===== src/rtl/int_to_float_seq.sv =====
// int_to_float_seq: iterative signed-integer to packed-float converter, truncating, valid/ready on both sides
// Ports: clk, rst_n (async active-low); in_valid/in_ready/in_data: integer input handshake;
//        out_valid/out_ready/out_data: packed {sign, exponent, mantissa} result handshake; busy: not idle.
module int_to_float_seq #(
  parameter int BITS      = 32,
  parameter int EXP_WIDTH = 8,
  parameter int INT_WIDTH = 32
) (
  input  logic                 clk,
  input  logic                 rst_n,
  input  logic                 in_valid,
  output logic                 in_ready,
  input  logic [INT_WIDTH-1:0] in_data,
  output logic                 out_valid,
  input  logic                 out_ready,
  output logic [BITS-1:0]      out_data,
  output logic                 busy
);
  localparam int MAN  = BITS - EXP_WIDTH - 1;
  localparam int BIAS = 2 ** (EXP_WIDTH - 1) - 1;
  localparam int W    = INT_WIDTH - 1 + MAN;
  if (INT_WIDTH - 1 + BIAS > 2 ** EXP_WIDTH - 2) begin : g_bad_params
    $error("int_to_float_seq: INT_WIDTH-1+bias exceeds the largest finite exponent");
  end
  typedef enum logic [1:0] {IDLE, NORM, DONE} state_t;
  state_t               state, state_n;
  logic [INT_WIDTH-1:0] mag, mag_n, abs_in, shifted;
  logic [EXP_WIDTH-1:0] e, e_n;
  logic                 sign, sign_n;
  logic [BITS-1:0]      data_n;
  // Fraction bits sit below the leading one; zero-pad on the right when the integer is narrower than MAN.
  function automatic logic [BITS-1:0] pack(input logic s, input logic [INT_WIDTH-2:0] frac,
                                           input logic [EXP_WIDTH-1:0] x);
    logic [W-1:0] ext;
    ext = {frac, {MAN{1'b0}}};
    return {s, x + EXP_WIDTH'(BIAS), ext[W-1 -: MAN]};
  endfunction
  assign in_ready  = state == IDLE;
  assign out_valid = state == DONE;
  assign busy      = state != IDLE;
  // The leading-one test is applied to the value about to be stored, so a magnitude with
  // L leading zeros reaches DONE exactly L cycles after acceptance.
  always_comb begin
    abs_in  = in_data[INT_WIDTH-1] ? -in_data : in_data;
    shifted = mag << 1;
    state_n = state;
    mag_n   = mag;
    e_n     = e;
    sign_n  = sign;
    data_n  = out_data;
    case (state)
      IDLE: if (in_valid) begin
        sign_n = in_data[INT_WIDTH-1];
        mag_n  = abs_in;
        e_n    = EXP_WIDTH'(INT_WIDTH - 1);
        if (abs_in == '0) begin
          data_n  = '0;
          state_n = DONE;
        end else if (abs_in[INT_WIDTH-1]) begin
          data_n  = pack(in_data[INT_WIDTH-1], abs_in[INT_WIDTH-2:0], e_n);
          state_n = DONE;
        end else state_n = NORM;
      end
      NORM: begin
        mag_n = shifted;
        e_n   = e - 1'b1;
        if (shifted[INT_WIDTH-1]) begin
          data_n  = pack(sign, shifted[INT_WIDTH-2:0], e_n);
          state_n = DONE;
        end
      end
      DONE:    state_n = out_ready ? IDLE : DONE;
      default: state_n = IDLE;
    endcase
  end
  always_ff @(posedge clk or negedge rst_n) begin
    if (!rst_n) begin
      state    <= IDLE;
      mag      <= '0;
      e        <= '0;
      sign     <= 1'b0;
      out_data <= '0;
    end else begin
      state    <= state_n;
      mag      <= mag_n;
      e        <= e_n;
      sign     <= sign_n;
      out_data <= data_n;
    end
  end
endmodule


===== config.mk =====
export PLATFORM = sky130hd
export DESIGN_NAME = int_to_float_seq
export DESIGN_NICKNAME = d
export VERILOG_FILES = /design/src/rtl/int_to_float_seq.sv
export SDC_FILE = /design/constraint.sdc
export NUM_CORES = 1
export LEC_CHECK = 0
export CORE_UTILIZATION = 50
export DETAILED_ROUTE_END_ITERATION = 10
export MAX_ROUTING_LAYER = met4
export PLACE_DENSITY = 0.88
export SLEW_MARGIN = 10
export SYNTH_ARGS = -nofsm -noshare
export SYNTH_HDL_FRONTEND = slang
export SYNTH_SLANG_ARGS = --single-unit

===== constraint.sdc =====
create_clock -name clk -period 2.7 [get_ports clk]
set_clock_uncertainty 0.2 [all_clocks]
set_input_delay 0.54 -clock clk [delete_from_list [all_inputs] [get_ports clk]]
set_output_delay 0.54 -clock clk [all_outputs]
set_load 0.01 [all_outputs]

After elaboration in Yosys (flattened, before gate mapping)
Index checks and enable logic that the tools add are counted.

operators by class
  add/subtract/negate cells = 3
  eq/ne operators = 5
  mux-type cells = 16
  reductions and logical operators = 8

operator list
  operator                                                                  count
  32-bit two-way mux                                                        5
  32-bit one-hot mux with 2 select lines                                    1
  31-bit one-hot mux with 2 select lines                                    1
  32-bit zero test                                                          1
  32-bit negation                                                           1
  31-bit two-way mux                                                        1
  8-bit one-hot mux with 2 select lines                                     1
  2-bit two-way mux                                                         5
  8-bit by 7-bit adder with 8-bit output (second input constant)            1
  8-bit two-way mux                                                         1
  8-bit by 1-bit subtractor with 8-bit output (second input constant)       1
  2-bit one-hot mux with 3 select lines                                     1
  2-bit AND reduction                                                       3
  2-bit inequality test (second input constant)                             2
  4-bit AND reduction                                                       1
  2-bit nonzero test                                                        2
  3-bit by 1-bit inequality test with 1-bit output (second input constant)  1
  2-bit by 1-bit == test with 1-bit output (second input constant)          1
  2-bit == test (second input constant)                                     1
  2-bit zero test                                                           1

word-level totals
  register bits after elaboration = 74
  output and inout bits = 35
  word-level logic and storage cells = 37

Logic depth before layout (Yosys ltp)
Gate-level depths: netlist of the first run.

  word-level depth = 6
  gate-level depth with buffers = 12

Worst setup path before layout of the first run
No wires, ideal clock.

  path kind = input port to flip-flop
  start point = input port in_data[0]
  end point = register out_data[24]
  library setup time = 128 ps
  arrival = 3409 ps
  data required time = 2372 ps
  path slack = -1037 ps
  stages = 11
  cell sequence = inv_1 > ha_1 > or3b_2 > o41ai_4 > xor2_1 > nand2_1 > or4_1 > or4_4 > or3_1 > buf_2 > o311a_2

on the way
  cells in the longest elaborated chain, start to end = 6
  elaborated cells between the ends (all ways) = 8
  classes of those cells = 1 x add/sub; 1 x eq/ne; 4 x mux; 2 x reduce/logical

ends and longest elaborated chain
  element                                 RTL line  text
  from (decl)                             13        input logic [INT_WIDTH-1:0] in_data,
  32-bit negation                         44        abs_in = in_data[INT_WIDTH-1] ? -in_data : in_data;
  32-bit two-way mux (*)                  44
  32-bit zero test                        56        if (abs_in == '0) begin
  32-bit two-way mux                      56
  32-bit two-way mux                      52        IDLE: if (in_valid) begin
  32-bit one-hot mux with 2 select lines  51        case (state)
  to (signal assigned)                    88        out_data <= data_n;
  to (decl)                               16        output logic [BITS-1:0] out_data,

Mark *: on every way between the ends. The rest lies on a longest branch, timed or not. The select of a mux whose other input is x is not followed.
A chain may end at the register's enable or synchronous reset.

Worst setup path in the final report of the first run
  start point = input port in_data[1]
  end point = register out_data[30]

The elaborated chain is that of the path after synthesis.

==> results.sh, run 1 <==
export IMPL_path_clk_slew_ns=0.09
export IMPL_top_level_ports=71
export IMPL_die_w_um=100
export IMPL_path_class="in -> reg"
export IMPL_cts_root_buf="clkbuf_8"
export IMPL_syn_nets=614
export IMPL_cp_cell_sequence="buf_8 -> buf_6 -> or4_4 -> or4_4 -> a21oi_2 -> o32ai_2 -> or4_4 -> or4_4 -> nor3_4 -> buf_12 -> buf_12 -> o311a_4"
export IMPL_ant_nets=0
export IMPL_fmax_mhz=277
export IMPL_total_leakage_power_nw=3.08
export IMPL_syn_avg_cell_area_um2=8.41
export IMPL_cp_common_cell="or4_4"
export IMPL_yosysWarnings=0
export IMPL_dp_hpwl_um=10900
export IMPL_grt_start_max_net_pins=49
export IMPL_cts_sinks=74
export IMPL_timing_final_crit_share=1.34
export IMPL_via_count=5588
export IMPL_die_y_um=100
export IMPL_violations="setup timing"
export IMPL_synth_compound_area_share=0.246
export IMPL_grt_overflow_total=0
export IMPL_seqCellArea_um2=1850
export IMPL_synthMuxAreaShare=0.00414
export IMPL_rows=35
export IMPL_clock_latency_ns=0.37
export IMPL_synth_top_family_by_area="compound AO/OA/AOI/OAI gates"
export IMPL_drive_gt1_frac=0.365
export IMPL_fin_ws_ns=-0.906
export IMPL_synth_edf_count=0
export IMPL_ir_worst_vdd_v=0.000489
export IMPL_totalWireLength_um=18300
export IMPL_multi_input_area_um2=3270
export IMPL_syn_cell_area_um2=4840
export IMPL_portBuffers=70
export IMPL_synth_fa_ha_area_frac=0.00776
export IMPL_cts_tree="done"
export IMPL_cts_inserted_buffers=9
export IMPL_synth_cell_types=65
export IMPL_core_um2=9280
export IMPL_diodes=0
export IMPL_finalHoldViolCount=0
export IMPL_synth_seq_cells=74
export IMPL_slowest_delay_ns=0.53
export IMPL_slew_headroom=0.207
export IMPL_gp_congestion=0.888
export IMPL_hold_class="in -> async"
export IMPL_drt_iter0_drc=529
export IMPL_fillers=564
export IMPL_initial_utilization=0.521
export IMPL_powerDensity_nw_per_um2=886
export IMPL_drtPass1Iterations=6
export IMPL_dieArea_um2=10100
export IMPL_area_growth_pct=53.0
export IMPL_postLayoutCellArea_um2=7400
export IMPL_max_cap_viol_count=0
export IMPL_syn_inst=575
export IMPL_period_needed_ns=3.61
export IMPL_async_flop_share=1.00
export IMPL_antenna_found_initial=0
export IMPL_final_cell_mix="109 x buf_4, 79 x nand2_1, 74 x dfrtp_1"
export IMPL_viasPerCell=6.38
export IMPL_synth_simple_area_share=0.224
export IMPL_post_route_drc_count=0
export IMPL_synthXorXnorAreaFrac=0.0724
export IMPL_ctsHoldBuffers=0
export IMPL_status="finished, violations left"
export IMPL_rsz0062_at_grt="true"
export IMPL_synth_seq_area_share=0.383
export IMPL_cp_max_fo=7
export IMPL_cts_max_path_buffers=2
export IMPL_dpl_cell_count=839
export IMPL_cp_start_kind="input pin"
export IMPL_tightestPinTransition_ns=1.19
export IMPL_fin_nets=781
export IMPL_grt_pass1_wl_um=28000
export IMPL_cts_htree_levels=3
export IMPL_setup_viol=38
export IMPL_end_kind="register"
export IMPL_final_common_cell="buf_4"
export IMPL_synthFlopType="dfrtp_1"
export IMPL_drt_wirelength_per_cell_um=20.8
export IMPL_finalMaxSlewViolations=0
export IMPL_cp_slowest_cell="or4_4"
export IMPL_grt_pass1_vias=5384
export IMPL_placedInstanceArea_um2=6350
export IMPL_arrival_ns=3.72
export IMPL_required_ns=2.81
export IMPL_grtUsageTotal=0.372
export IMPL_final_cells=876
-- worst max-delay path, delay by kind of cell --
family	cells	cell delay (ns)
AO/OA/AOI/OAI	3	0.45
buffers and inverters	4	0.51
AND/OR/NAND/NOR	5	2.21
-- worst paths after layout --
kind / startpoint / to / slack (ns) / depth (start not counted)
min in group clk: mag[2]$_DFFE_PN0P_ / mag[2]$_DFFE_PN0P_ / 0.31 / 2
setup reg to reg: e[1]$_DFFE_PN0P_ / out_data[30]$_DFFE_PN0P_ / -0.04 / 10
hold / removal: rst_n / out_data[23]$_DFFE_PN0P_ / 0.01 / 1
setup / recovery: in_data[1] / out_data[30]$_DFFE_PN0P_ / -0.91 / 12
hold reg to reg: mag[2]$_DFFE_PN0P_ / mag[2]$_DFFE_PN0P_ / 0.31 / 2
max in group asynchronous: rst_n / mag[23]$_DFFE_PN0P_ / 1.62 / 2
-- where the power goes --
group	switching [mW]	leakage (nW)	internal (mW)
Combinational	1.94	2.06	1.49
Sequential	0.437	0.896	1.61
Clock	0.459	0.123	0.614
-- cells by family (layout without fill, tap and decap cells) --
logic type,after synthesis,after routing
and+or+nand+nor,212,212
AOI/OAI and AO/OA,184,184
DFF,74,74
buffers and inverters,60,232
xor gates and xnor gates,40,40
adders and majority gates,3,3
muxes,2,2
-- routing by layer --
layer  up-vias  GRT usage  wire [um]
li1       2433          -          -
met1      2665      0.447       6870
met2       388      0.612       8910
met3       102     0.0515       1510
met4         0      0.186        962
met5         -          -          0
-- registers in the layout, indices dropped and copies added, names as in the netlist --
register and count:
sign 1, e 8, state 2, mag 31, out_data 32
-- cell usage after synthesis, drive strengths merged (3+ instances only) --
cell type | instances | area (um^2)
or4 | 15 | 133
or3 | 10 | 63.8
ha | 3 | 37.5
nor2b | 3 | 18.8
nand2 | 81 | 304
nor2 | 37 | 139
or2 | 4 | 25.0
o31ai | 11 | 87.6
inv | 10 | 37.5
a21oi | 27 | 135
o21a | 3 | 22.5
nor3 | 17 | 96.4
buf | 13 | 87.6
o311a | 5 | 56.3
o22ai | 22 | 138
nand3 | 14 | 70.1
o21ai | 69 | 345
clkbuf | 35 | 145
xnor2 | 16 | 140
a22oi | 20 | 150
a31oi | 5 | 31.3
xor2 | 24 | 210
dfrtp | 74 | 1850
nor4 | 13 | 109
nand4 | 4 | 25.0
nand2b | 5 | 31.3
o41ai | 3 | 45.1
-- layout make-up --
class	instances	area share
multi-input combinational	441	0.442
clock buffer	9	0.0167
sequential	74	0.250
timing repair buffer	205	0.248
inverter	11	0.00558
clock inverter	7	0.0159
tap	129	0.0218
-- stage by stage --
| step | worst slack (ns) | power [mW] | hold WS [ns] | util | setup TNS [ns] |
|---|---|---|---|---|---|
| 5_1_grt | -0.949 | 6.84 | 0.0651 | 0.797 | -30.79 |
| 3_3_place_gp | -1.56 | 4.65 | 0.261 | 0.685 | -60.83 |
| 6_report | -0.906 | 6.56 | 0.0104 | 0.797 | -29.41 |
| 3_5_place_dp | -1.74 | 4.79 | 0.270 | 0.685 | -69.51 |
| 4_1_cts | -0.854 | 6.17 | 0.0324 | 0.781 | -27.26 |
| 2_1_floorplan | -0.912 | 3.61 | 0.0444 | - | -28.99 |
-- what timing repair did --
item | 4_1_cts | 5_1_grt
pin swaps | 59 | 38
gates resized for setup | 177 | 52
setup buffers | 17 | 5
setup endpoints to repair | 49 | 46
cloned | 2 | 0
Note: power is estimated with default switching activity, not from simulation.
==> run 2, diff against run 1 <==
--- a/config.mk
+++ b/config.mk
@@ -6,9 +6,11 @@
 export NUM_CORES = 1
 export LEC_CHECK = 0
 export CORE_UTILIZATION = 50
+export CTS_CLUSTER_DIAMETER = 120
 export DETAILED_ROUTE_END_ITERATION = 10
 export MAX_ROUTING_LAYER = met4
 export PLACE_DENSITY = 0.88
+export RECOVER_POWER = 25
 export SLEW_MARGIN = 10
 export SYNTH_ARGS = -nofsm -noshare
 export SYNTH_HDL_FRONTEND = slang
==> results.sh, run 2 (same netlist as run 1, synthesis figures left out) <==
export IMPL_ctsHoldBuffers=0
export IMPL_cts_root_buf="clkbuf_8"
export IMPL_cts_inserted_buffers=9
export IMPL_grtUsageTotal=0.372
export IMPL_cp_slowest_cell="or4_4"
export IMPL_ir_worst_vdd_v=0.000488
export IMPL_violations="capacitance limit, slew limit, setup timing"
export IMPL_placedInstanceArea_um2=6350
export IMPL_hold_class="reg -> reg"
export IMPL_total_leakage_power_nw=3.07
export IMPL_grt_overflow_total=0
export IMPL_initial_utilization=0.521
export IMPL_gp_congestion=0.888
export IMPL_slew_headroom=-0.0588
export IMPL_finalMaxSlewViolations=31
export IMPL_setup_viol=38
export IMPL_dieArea_um2=10100
export IMPL_cp_max_fo=12
export IMPL_totalWireLength_um=18200
export IMPL_finalHoldViolCount=0
export IMPL_via_count=5550
export IMPL_cp_common_cell="or4_4"
export IMPL_post_route_drc_count=0
export IMPL_required_ns=2.73
export IMPL_final_cell_mix="109 x buf_4, 79 x nand2_1, 74 x dfrtp_1"
export IMPL_final_common_cell="buf_4"
export IMPL_top_register="out_data"
export IMPL_clock_latency_ns=0.36
export IMPL_die_y_um=100
export IMPL_path_class="in -> reg"
export IMPL_end_kind="register"
export IMPL_rows=35
export IMPL_top_level_ports=71
export IMPL_fin_ws_ns=-0.908
export IMPL_dp_hpwl_um=10900
export IMPL_path_clk_slew_ns=0.08
export IMPL_die_w_um=100
export IMPL_slowest_delay_ns=0.53
export IMPL_fmax_mhz=277
export IMPL_viasPerCell=6.34
export IMPL_ant_nets=0
export IMPL_cp_start_kind="input pin"
export IMPL_rsz0062_at_grt="true"
export IMPL_fin_setup_tns_ns=-29.53
export IMPL_drive_gt1_frac=0.364
export IMPL_timing_final_crit_share=1.34
export IMPL_largest_register_ff_count=32
export IMPL_arrival_ns=3.64
export IMPL_top_regs="out_data: 32 flops, mag: 31 flops, e: 8 flops"
export IMPL_cts_sinks=74
export IMPL_dp_slack_ns=-1.74
export IMPL_max_cap_viol_count=1
export IMPL_status="finished, violations left"
export IMPL_hold_ws_ns=0.315
export IMPL_drt_iter0_drc=531
export IMPL_antenna_found_initial=0
export IMPL_diodes=0
export IMPL_portBuffers=70
export IMPL_grt_pass1_wl_um=28000
export IMPL_area_growth_pct=52.7
export IMPL_fin_nets=781
export IMPL_drt_wirelength_per_cell_um=20.8
export IMPL_tightestPinTransition_ns=1.59
export IMPL_cts_max_path_buffers=2
export IMPL_powerDensity_nw_per_um2=887
export IMPL_postLayoutCellArea_um2=7380
export IMPL_grt_start_max_net_pins=49
export IMPL_drtPass1Iterations=6
export IMPL_core_um2=9280
export IMPL_cp_cell_sequence="buf_8 -> buf_6 -> or4_4 -> or4_4 -> a21oi_2 -> o32ai_2 -> or4_4 -> or4_4 -> nor3_4 -> buf_12 -> buf_16 -> o22ai_1"
export IMPL_cts_tree="done"
export IMPL_period_needed_ns=3.61
export IMPL_grt_pass1_vias=5384
export IMPL_cts_htree_levels=3
run 2: cell count changes in the layout (fill, tap and decap cells not counted), sizes merged:
cell	previous run	this run
buf	145	143
clkbuf	17	19
run 2: layer usage:
| layer | part of all wire | wire length [um] | global-route usage | up-vias |
|---|---|---|---|---|
| li1 | - | - | - | 2430 |
| met1 | 0.38 | 6900 | 0.447 | 2647 |
| met2 | 0.49 | 8870 | 0.612 | 370 |
| met3 | 0.080 | 1470 | 0.0515 | 103 |
| met4 | 0.053 | 970 | 0.186 | 0 |
| met5 | 0 | 0 | - | - |
run 2: final timing paths:
path,cells past startpoint,startpoint,slack [ns],end
max in group asynchronous,2,rst_n,0.45,out_data[4]$_DFFE_PN0P_
max reg2reg,10,e[1]$_DFFE_PN0P_,-0.05,out_data[30]$_DFFE_PN0P_
min reg2reg,2,mag[8]$_DFFE_PN0P_,0.31,mag[9]$_DFFE_PN0P_
min in group asynchronous,1,rst_n,0.37,mag[10]$_DFFE_PN0P_
max,12,in_data[1],-0.91,out_data[17]$_DFFE_PN0P_
min,2,mag[8]$_DFFE_PN0P_,0.31,mag[9]$_DFFE_PN0P_
run 2: layout make-up:
cell class,instances,area [um^2]
Multi-Input combinational cell,441,3270
Fill cell,567,1900
Clock buffer,9,124
Inverter,11,41.3
Sequential cell,74,1850
Timing Repair Buffer,205,1820
Tap cell,129,161
Clock inverter,7,118
run 2: through the flow:
step	instances	power, mW	util
2_1_floorplan	575	3.61	-
3_3_place_gp	839	4.65	0.685
3_5_place_dp	839	4.79	0.685
4_1_cts	873	6.17	0.781
5_1_grt	876	6.84	0.795
6_report	876	6.55	0.795
run 2: where the power goes:
group	switching [mW]	internal (mW)
sequential	0.435	1.61
clock	0.453	0.614
combinational	1.94	1.49
run 2: timing repair:
item | in CTS | in global routing
endpoints found under the hold margin | 0 | 0
pin swaps | 59 | 38
endpoints found under the setup margin | 49 | 46
buffers inserted | 17 | 5
cloned | 2 | 0
resized for setup | 177 | 52
run 2: worst max-delay path, delay by kind of cell:
kind	cells	cell delay, ns
AO/OA/AOI/OAI	3	0.38
AND/OR/NAND/NOR	5	2.21
buffers and inverters	4	0.51
==> run 3, diff against run 2 <==
--- a/config.mk
+++ b/config.mk
@@ -6,6 +6,7 @@
 export NUM_CORES = 1
 export LEC_CHECK = 0
 export CORE_UTILIZATION = 50
+export CTS_BUF_LIST = sky130_fd_sc_hd__clkbuf_16
 export CTS_CLUSTER_DIAMETER = 120
 export DETAILED_ROUTE_END_ITERATION = 10
 export MAX_ROUTING_LAYER = met4
==> results.sh, run 3 (same netlist as run 1, synthesis figures left out) <==
export IMPL_status="finished, violations left"
export IMPL_violations="capacitance limit, slew limit, setup timing"
export IMPL_totalWireLength_um=19700
export IMPL_period_needed_ns=3.76
export IMPL_viasPerCell=6.48
export IMPL_slew_headroom=-0.0807
export IMPL_hold_ws_ns=0.312
export IMPL_ctsHoldBuffers=0
export IMPL_antenna_found_initial=1
export IMPL_top_register="out_data"
export IMPL_seqCellArea_um2=1850
export IMPL_grt_pass1_wl_um=28300
export IMPL_path_clk_slew_ns=0.06
export IMPL_grtUsageTotal=0.378
export IMPL_fin_nets=792
export IMPL_final_cell_mix="116 x buf_4, 77 x nand2_1, 74 x dfrtp_1"
export IMPL_dp_hpwl_um=10900
export IMPL_timing_final_crit_share=1.39
export IMPL_cp_max_fo=6
export IMPL_end_kind="register"
export IMPL_multi_input_area_um2=3350
export IMPL_cts_sinks=74
export IMPL_gp_congestion=0.888
export IMPL_drive_gt1_frac=0.396
export IMPL_required_ns=2.79
export IMPL_fmax_mhz=266
export IMPL_final_common_cell="buf_4"
export IMPL_fin_setup_tns_ns=-35.41
export IMPL_fin_util=0.822
export IMPL_clockPowerShare=0.201
export IMPL_fillers=518
export IMPL_rows=35
export IMPL_clock_latency_ns=0.35
export IMPL_p_int_mw=4.04
export IMPL_finalMaxSlewViolations=31
export IMPL_core_um2=9280
export IMPL_p_comb_frac=0.501
export IMPL_ant_nets=0
export IMPL_drtPass1Iterations=6
export IMPL_switching_share=0.428
export IMPL_grt_start_max_net_pins=49
export IMPL_switchingPower_mw=3.02
export IMPL_cts_inserted_buffers=9
export IMPL_top_regs="out_data: 32 flops, mag: 31 flops, e: 8 flops"
export IMPL_seqPwrFrac=0.298
export IMPL_drt_iter0_drc=716
export IMPL_power_mw=7.06
export IMPL_dieArea_um2=10100
export IMPL_grt_pass1_vias=5451
export IMPL_powerDensity_nw_per_um2=926
export IMPL_drt_wirelength_per_cell_um=22.2
export IMPL_total_leakage_power_nw=3.21
export IMPL_cp_start_kind="input pin"
export IMPL_fin_ws_ns=-1.06
export IMPL_setup_viol=40
export IMPL_die_y_um=100
export IMPL_ir_worst_vdd_v=0.000513
export IMPL_cts_root_buf="clkbuf_16"
export IMPL_rsz0062_at_grt="true"
export IMPL_tightestPinTransition_ns=1.62
export IMPL_arrival_ns=3.85
export IMPL_via_count=5755
export IMPL_initial_utilization=0.521
export IMPL_grt_overflow_total=0
export IMPL_cts_max_path_buffers=2
export IMPL_cts_htree_levels=3
export IMPL_path_class="in -> reg"
export IMPL_finalHoldViolCount=0
export IMPL_largest_register_ff_count=32
export IMPL_portBuffers=70
export IMPL_top_level_ports=71
export IMPL_area_growth_pct=57.7
export IMPL_max_cap_viol_count=1
export IMPL_hold_class="reg -> reg"
export IMPL_die_w_um=100
export IMPL_post_route_drc_count=0
export IMPL_cts_tree="done"
==> run 3: cell count changes in the layout (fill, tap and decap cells not counted), sizes merged <==
cell / before / now
clkbuf: 19 / 23
dlymetal6s2s: 0 / 2
clkdlybuf4s15: 4 / 3
diode: 0 / 1
dlygate4sd2: 6 / 2
buf: 143 / 153
==> run 3: path summary, 6_finish.rpt <==
path                                          from                  endpoint  slack [ns]  cells past startpoint
worst max-delay path                    in_data[1]  out_data[30]$_DFFE_PN0P_       -1.06                     14
worst min-delay path            mag[8]$_DFFE_PN0P_        mag[9]$_DFFE_PN0P_        0.31                      2
worst max register to register    e[1]$_DFFE_PN0P_  out_data[30]$_DFFE_PN0P_        0.11                     10
worst min register to register  mag[8]$_DFFE_PN0P_        mag[9]$_DFFE_PN0P_        0.31                      2
max in group asynchronous                    rst_n   out_data[6]$_DFFE_PN0P_        0.40                      2
min in group asynchronous                    rst_n       mag[10]$_DFFE_PN0P_        0.40                      1
==> run 3: metrics by stage <==
step | instance area (um^2) | instances | worst slack, ns
after global routing | 7630 | 888 | -1.13
after CTS | 7260 | 874 | -0.970
after detailed placement | 6350 | 839 | -1.74
after global placement | 6350 | 839 | -1.56
final | 7630 | 888 | -1.06
after floorplan | 4910 | 575 | -0.912
==> run 3: timing repair <==
action / 4_1_cts / 5_1_grt
resized for setup: 149 / 116
endpoints found under the setup margin: 49 / 48
buffers inserted: 18 / 17
cloned: 2 / 1
pin swaps: 43 / 60
==> run 3: area by class of cell <==
| cell class | instances | share of cell area |
|---|---|---|
| diodes | 1 | 0.000328 |
| clock buffers | 9 | 0.0295 |
| clock inverters | 7 | 0.0154 |
| inverters | 11 | 0.00607 |
| multi-input cells | 441 | 0.439 |
| flip-flops and latches | 74 | 0.243 |
| well taps | 129 | 0.0212 |
| repair buffers | 216 | 0.246 |
==> run 3: power groups by stage <==
stage	Clock [mW]	Sequential, mW	Combinational [mW]
after floorplan	0	1.97	1.64
after global placement	0	1.95	2.70
after detailed placement	0	1.98	2.81
after CTS	1.38	2.00	3.12
after global routing	1.46	2.14	3.76
final	1.42	2.10	3.54
==> run 3: routing by layer <==
metal	vias to the layer above	global-route usage	share of wire
met5	-	-	0
met2	415	0.614	0.48
met3	133	0.0606	0.083
li1	2460	-	-
met4	0	0.195	0.062
met1	2747	0.454	0.38
==> run 3: critical path, cell delays in order <==
cell,delay [ns]
buf_8,0.10
buf_6,0.10
or4_4,0.51
buf_6,0.14
o41ai_4,0.32
xor2_1,0.27
nand2_1,0.10
or4_4,0.53
or4_4,0.49
nor3_4,0.23
buf_12,0.15
buf_6,0.10
buf_16,0.12
o311a_2,0.14
